`src/rtl/keccak_pkg.sv`:
```
// keccak_pkg: definitions shared by the keccak byte feeder and the core's
// byte reorder logic.
//   feeder_state_t : feeder FSM state encoding
//   WORD_BYTES     : bytes per core input word
//   WORD_BITS      : bits per core input word
//   BYTE_BITS      : bits per byte lane
//   lane_msb()     : MSB bit index of byte lane n (lane 0 = bits [63:56])
package keccak_pkg;

  typedef enum logic [2:0] {
    ST_FILL,
    ST_SEND,
    ST_SEND_PAD,
    ST_WAIT_DIG,
    ST_DRAIN,
    ST_CLEAR
  } feeder_state_t;

  localparam int WORD_BYTES = 8;
  localparam int BYTE_BITS  = 8;
  localparam int WORD_BITS  = WORD_BYTES * BYTE_BITS;

  function automatic logic [5:0] lane_msb(input logic [2:0] lane);
    return 6'(WORD_BITS - 1 - BYTE_BITS * int'(lane));
  endfunction

endpackage

```
`src/rtl/keccak_digest_serializer.sv`:
```
// keccak_digest_serializer: captures the core digest on a load strobe and
// replays it MSB byte first as a valid/ready byte stream.
// Ports:
//   clk, reset       : clock, synchronous active-high reset
//   load             : capture k_out and start draining
//   k_out            : digest from the core
//   d_data/d_valid   : digest byte stream out
//   d_ready          : downstream ready
//   d_last           : final digest byte
//   done             : one-cycle strobe on the last byte's handshake
module keccak_digest_serializer
  import keccak_pkg::*;
#(
  parameter int OUT_WIDTH = 512
) (
  input  logic                 clk,
  input  logic                 reset,
  input  logic                 load,
  input  logic [OUT_WIDTH-1:0] k_out,
  input  logic                 d_ready,
  output logic [7:0]           d_data,
  output logic                 d_valid,
  output logic                 d_last,
  output logic                 done
);

  localparam int NBYTES = OUT_WIDTH / BYTE_BITS;
  localparam int IW     = (NBYTES > 1) ? $clog2(NBYTES) : 1;

  logic [OUT_WIDTH-1:0] dig;
  logic [IW-1:0]        idx;
  logic                 active;
  logic                 last_byte;

  assign last_byte = (idx == IW'(NBYTES - 1));

  // The digest register shifts left one byte per handshake, so the current
  // byte is always the top lane and drains to zero once fully sent.
  always_ff @(posedge clk) begin
    if (reset) begin
      dig    <= '0;
      idx    <= '0;
      active <= 1'b0;
    end else if (load) begin
      dig    <= k_out;
      idx    <= '0;
      active <= 1'b1;
    end else if (active && d_ready) begin
      dig <= dig << BYTE_BITS;
      if (last_byte) begin
        idx    <= '0;
        active <= 1'b0;
      end else begin
        idx <= idx + 1'b1;
      end
    end
  end

  assign d_data  = dig[OUT_WIDTH-1 -: 8];
  assign d_valid = active;
  assign d_last  = active & last_byte;
  assign done    = active & d_ready & last_byte;

endmodule

```
`src/rtl/keccak_byte_feeder.sv`:
```
// keccak_byte_feeder: packs a valid/ready message byte stream into 64-bit
// words for the keccak core, then replays the core digest as a byte stream
// and resets the core between messages.
// Optional feature: define KECCAK_FEEDER_TIMEOUT_EN to enable the digest
// watchdog (TIMEOUT_CYCLES) and the sticky err flag; otherwise err = 0.
// Ports:
//   clk, reset                  : clock, synchronous active-high reset
//   s_data/s_valid/s_ready/s_last : message byte stream in
//   k_reset, k_in, k_in_ready, k_is_last, k_byte_num : to the core
//   k_buffer_full, k_out, k_out_ready                : from the core
//   d_data/d_valid/d_ready/d_last : digest byte stream out
//   err                         : sticky digest timeout flag
//
// state       | meaning
// ------------+----------------------------------------------------
// ST_FILL     | accept message bytes into the word buffer
// ST_SEND     | offer the packed word to the core
// ST_SEND_PAD | offer the empty last word (length multiple of 8)
// ST_WAIT_DIG | wait for the core digest
// ST_DRAIN    | stream digest bytes out
// ST_CLEAR    | one-cycle core reset before the next message
module keccak_byte_feeder
  import keccak_pkg::*;
#(
  parameter int OUT_WIDTH      = 512,
  parameter int TIMEOUT_CYCLES = 1024
) (
  input  logic                 clk,
  input  logic                 reset,
  input  logic [7:0]           s_data,
  input  logic                 s_valid,
  output logic                 s_ready,
  input  logic                 s_last,
  output logic                 k_reset,
  output logic [63:0]          k_in,
  output logic                 k_in_ready,
  output logic                 k_is_last,
  output logic [2:0]           k_byte_num,
  input  logic                 k_buffer_full,
  input  logic [OUT_WIDTH-1:0] k_out,
  input  logic                 k_out_ready,
  output logic [7:0]           d_data,
  output logic                 d_valid,
  input  logic                 d_ready,
  output logic                 d_last,
  output logic                 err
);

  feeder_state_t state, state_next;
  logic [63:0]   word;
  logic [3:0]    cnt;
  logic          last_seen;
  logic          word_full;
  logic          partial;
  logic          dig_load;
  logic          dig_done;
  logic          timeout_hit;

  assign word_full = (cnt == 4'(WORD_BYTES));
  assign partial   = last_seen & ~word_full;

`ifdef KECCAK_FEEDER_TIMEOUT_EN
  localparam int TW = $clog2(TIMEOUT_CYCLES + 1);
  logic [TW-1:0] tmr;
`endif

  always_comb begin
    state_next  = state;
    s_ready     = 1'b0;
    k_in        = '0;
    k_in_ready  = 1'b0;
    k_is_last   = 1'b0;
    k_byte_num  = '0;
    dig_load    = 1'b0;
    timeout_hit = 1'b0;
    case (state)
      ST_FILL: begin
        s_ready = 1'b1;
        if (s_valid && (s_last || cnt == 4'(WORD_BYTES - 1)))
          state_next = ST_SEND;
      end
      ST_SEND: begin
        k_in_ready = 1'b1;
        k_in       = word;
        if (partial) begin
          k_is_last  = 1'b1;
          k_byte_num = cnt[2:0];
        end
        if (!k_buffer_full) begin
          if (last_seen && word_full) state_next = ST_SEND_PAD;
          else if (partial)           state_next = ST_WAIT_DIG;
          else                        state_next = ST_FILL;
        end
      end
      ST_SEND_PAD: begin
        k_in_ready = 1'b1;
        k_is_last  = 1'b1;
        if (!k_buffer_full) state_next = ST_WAIT_DIG;
      end
      ST_WAIT_DIG: begin
        if (k_out_ready) begin
          dig_load   = 1'b1;
          state_next = ST_DRAIN;
        end
`ifdef KECCAK_FEEDER_TIMEOUT_EN
        else if (tmr == '0) begin
          timeout_hit = 1'b1;
          state_next  = ST_FILL;
        end
`endif
      end
      ST_DRAIN: begin
        if (dig_done) state_next = ST_CLEAR;
      end
      ST_CLEAR: state_next = ST_FILL;
      default:  state_next = ST_FILL;
    endcase
    k_reset = reset | (state == ST_CLEAR) | timeout_hit;
  end

  always_ff @(posedge clk) begin
    if (reset) begin
      state     <= ST_FILL;
      word      <= '0;
      cnt       <= '0;
      last_seen <= 1'b0;
    end else begin
      state <= state_next;
      if (state == ST_FILL && s_valid) begin
        // First byte of a word also clears the stale lower lanes.
        if (cnt == '0) word <= {s_data, 56'h0};
        else           word[lane_msb(cnt[2:0]) -: 8] <= s_data;
        cnt       <= cnt + 1'b1;
        last_seen <= s_last;
      end else if (state != ST_FILL && state_next == ST_FILL) begin
        cnt       <= '0;
        last_seen <= 1'b0;
      end
    end
  end

`ifdef KECCAK_FEEDER_TIMEOUT_EN
  // Down-counter loaded on entry so the terminal count lands on the
  // TIMEOUT_CYCLES-th cycle spent in ST_WAIT_DIG.
  always_ff @(posedge clk) begin
    if (reset) begin
      tmr <= '0;
      err <= 1'b0;
    end else begin
      if (state != ST_WAIT_DIG && state_next == ST_WAIT_DIG)
        tmr <= TW'(TIMEOUT_CYCLES - 1);
      else if (state == ST_WAIT_DIG && tmr != '0)
        tmr <= tmr - 1'b1;
      if (timeout_hit) err <= 1'b1;
    end
  end
`else
  assign err = 1'b0;
`endif

  keccak_digest_serializer #(
    .OUT_WIDTH (OUT_WIDTH)
  ) u_serializer (
    .clk     (clk),
    .reset   (reset),
    .load    (dig_load),
    .k_out   (k_out),
    .d_ready (d_ready),
    .d_data  (d_data),
    .d_valid (d_valid),
    .d_last  (d_last),
    .done    (dig_done)
  );

endmodule

```
`config.mk`:
```
export PLATFORM = sky130hd
export DESIGN_NAME = keccak_byte_feeder
export DESIGN_NICKNAME = d
export VERILOG_FILES = /design/src/rtl/keccak_pkg.sv /design/src/rtl/keccak_digest_serializer.sv /design/src/rtl/keccak_byte_feeder.sv
export SDC_FILE = /design/constraint.sdc
export NUM_CORES = 1
export LEC_CHECK = 0
export BUFFER_PORTS_ARGS = -buffer_cell sky130_fd_sc_hd__buf_4
export CORE_AREA = 4 4 237 239
export CTS_BUF_LIST = sky130_fd_sc_hd__clkbuf_16
export DETAILED_ROUTE_END_ITERATION = 8
export DIE_AREA = 0 0 241 243
export PLACE_DENSITY = 0.79
export REMOVE_ABC_BUFFERS = 1
export SETUP_SLACK_MARGIN = 0.05
export SYNTH_ARGS = -nofsm -noshare
export SYNTH_HDL_FRONTEND = slang
export SYNTH_SLANG_ARGS = --single-unit
```
`constraint.sdc`:
```
create_clock -name clk -period 2.6 [get_ports clk]
set_input_delay 0.39 -clock clk [delete_from_list [all_inputs] [get_ports clk]]
set_output_delay 0.39 -clock clk [all_outputs]
set_load 0.005 [all_outputs]
```
==> results.toml <==
[clock_tree]
clockRootBuffer = "clkbuf_16"
h-tree-depth = 2
clkTransAtPathRegs_ns = 0.06
cts_sinks = 591
clockBufferDepth = 3
cts_inserted_buffers = 60
cts_tree = "built"
clock_latency_ns = 0.61

[grt]
grt_pass1_wl_um = 115000
antenna_found_initial = 4
grt_pass1_vias = 22100
grt_max_degree = 130
grt-ovfl-total = 0
grtUsageTotal_pct = 23.6

[layout]
fillCellCount = 4429
fin_area_mm2 = 0.0327
area_growth_pct = 27.8
final_cell_mix = "buf_4 (644), dfxtp_1 (587), nor2_1 (551)"
nets = 3713
final_common_cell = "buf_4"
multi_input_area_mm2 = 0.0127
register_area_mm2 = 0.0118
drive_above_1_share_pct = 23.9
instances_no_fill = 3922

[routing]
dr_total_vias = 21900
drt_iter0_drc = 1205
antenna_left = 0
routed_wl_um = 73300
wl_met2_um = 35900
dr.pass1.iters = 6
wl_per_cell_um = 18.7
met1_length_um = 30000
wl_met3_um = 4630
vias_per_cell = 5.59
drcViolationCount = 0
top_layer = "met5"

[placed_design]
place_inst = 3809
placed_cell_area_mm2 = 0.0308
hpwl_um = 52400
io_buffers = 607
gp_congestion = 0.889

[critical_path]
cp-end-kind = "primary output"
cp-endpoint = "k_is_last"
criticalPathCategory = "register to primary output"
r2r_end = "u_serializer.dig[65]"
rr_worst_depth = 5
cp-start-kind = "register"
reg2reg_slack_ns = 0.46
r2r-start = "state[2]"
cp.required_ns = 2.21
critical_path.max_fanout = 11
worstPathArrival_ns = 2.07
crit_start = "cnt[0]"

[yosys]
yosysUniqueCellTypes = 44
synthFlopType = "dfxtp_1"
ys_seq_area_share_pct = 46.2
ys_warn_count = 0
avgSynthCellArea_um2 = 9.45
netlist_instances = 2709
synth-edff-count = 0
synth_top_area_share_pct = 46.2
yosysTopAreaCell = "dfxtp_1"
ys_ff_latch = 591
syn_area_mm2 = 0.0256
async_flop_share_pct = 0
synthTopCellsByArea = "dfxtp_1 (46%), mux2i_1 (20%), a211oi_1 (15%)"

[sta]
hold_viol = 0
finalCriticalPeriod_ns = 2.46
drv_slew = 0
clock.fmax_mhz = 407
timing.clock.skew_ns = 0.0192
rsz0062_at_grt = "true"
max_slew_margin_pct = 55.4
tightest_slew_ns = 0.668
setup_violations = 0
fin_crit_sh_pct = 94.5

[floorplanning]
die_h_um = 243
core_area_mm2 = 0.0538
die_area_mm2 = 0.0586
die_x_um = 241
pin_count = 609
rows = 85
start_util_pct = 47.6

[power_and_ir_drop]
ir_drop_v = 0.000502
power_mw = 18.3
cellPowerDensity_mw_per_mm2 = 559
p_leak_nw = 16.3

[status]
status = "finished, final reports clean"

[run]
cap_violations = 0

[worst_hold_path]
hold_path.class = "input port to register"
==> timing repair <==
item	in CTS	in global routing
endpoints found under the hold margin	3	0
hold buffers	3	0
setup endpoints to repair	55	55
resized for setup	7	4
pin swaps	1	1
buffers inserted	0	1
==> synth_stat cells, types with 2 or more instances <==
cell	n
a211oi_1	505
a21oi_1	31
a22o_1	16
a22oi_1	32
a31oi_1	3
and2_1	68
and3_1	5
buf_1	44
buf_2	18
buf_4	9
clkbuf_1	196
dfxtp_1	591
ha_1	7
inv_1	7
mux2i_1	505
nand2_1	32
nand2b_1	4
nand3_1	29
nand3b_1	4
nand4_1	2
nor2_1	553
nor2_4	2
nor2b_1	3
nor3_1	6
nor3b_1	3
o21a_1	2
o21ai_0	6
o21ai_1	4
o31ai_1	3
or2_2	2
xor2_1	4
==> area by class of cell <==
type / instances / area share [%]
inverters: 7 / 0.0803
multi-input cells: 1844 / 38.9
flip-flops and latches: 591 / 36.2
diodes: 3 / 0.0229
clock inverters: 45 / 0.887
clock buffers: 61 / 4.67
well taps: 696 / 2.66
repair buffers: 675 / 16.6
==> critical path: stages (launching register included) <==
cell	delay (ns)
dfxtp_4	0.40
inv_1	0.09
ha_1	0.25
nor2b_2	0.18
nand2_2	0.10
nand3_1	0.08
a21oi_1	0.21
buf_4	0.15
==> worst min path at each step <==
| stage | end | depth (start not counted) | start |
|---|---|---|---|
| after global routing | last_seen | 3 | s_last |
| after global placement | word[37] | 2 | word[37] |
| after detailed placement | word[0] | 2 | word[0] |
| after floorplan | word[0] | 2 | word[0] |
| after CTS | u_serializer.dig[1] | 3 | k_out[1] |
| final | u_serializer.dig[4] | 3 | k_out[4] |
==> flip-flops by register name, indices dropped and copies added, names as in the netlist <==
register / count
u_serializer.dig: 512
word: 64
u_serializer.idx: 6
cnt: 4
state: 3
last_seen: 1
u_serializer.d_valid: 1
==> logic make-up (layout without fill, tap and decap cells) <==
kind of cell               after synthesis  in the layout  synth area share, %
buffers and inverters                  274            788                 4.24
other                                    1              4               0.0146
AOI/OAI and AO/OA                      605            605                 17.4
adders and majority gates                7              7                0.342
DFF                                    591            591                 46.2
and+or+nand+nor                        721            721                 11.9
xor gates and xnor gates                 5              5                0.171
muxes                                  505            505                 19.7
==> report_power, final <==
| part | switching [mW] | internal, mW | leakage, nW |
|---|---|---|---|
| Sequential | 0.0265 | 9.08 | 4.76 |
| Combinational | 0.518 | 0.618 | 10.6 |
| Clock | 3.54 | 4.52 | 0.932 |
| Total | 4.09 | 14.2 | 16.3 |
==> per-stage QoR <==
| stage | hold slack (ns) | TNS [ns] | util (%) | worst slack [ns] |
|---|---|---|---|---|
| finish | 0.0463 | 0 | 60.8 | 0.143 |
| global placement | 0.439 | 0 | 57.3 | 0.587 |
| detailed placement | 0.446 | 0 | 57.3 | 0.426 |
| floorplan | 0.421 | -8736.66 | - | -16.91 |
| CTS | 0.000371 | 0 | 60.7 | 0.0505 |
| global route | 0.0301 | 0 | 60.8 | 0.0305 |
==> routing by layer <==
layer,GRT usage [%],vias up
met2,40.5,703
met4,9.35,4
met1,29.4,10300
li1,-,10700
met3,4.15,165
met5,0,-
Power figures use the tool's default switching activity.
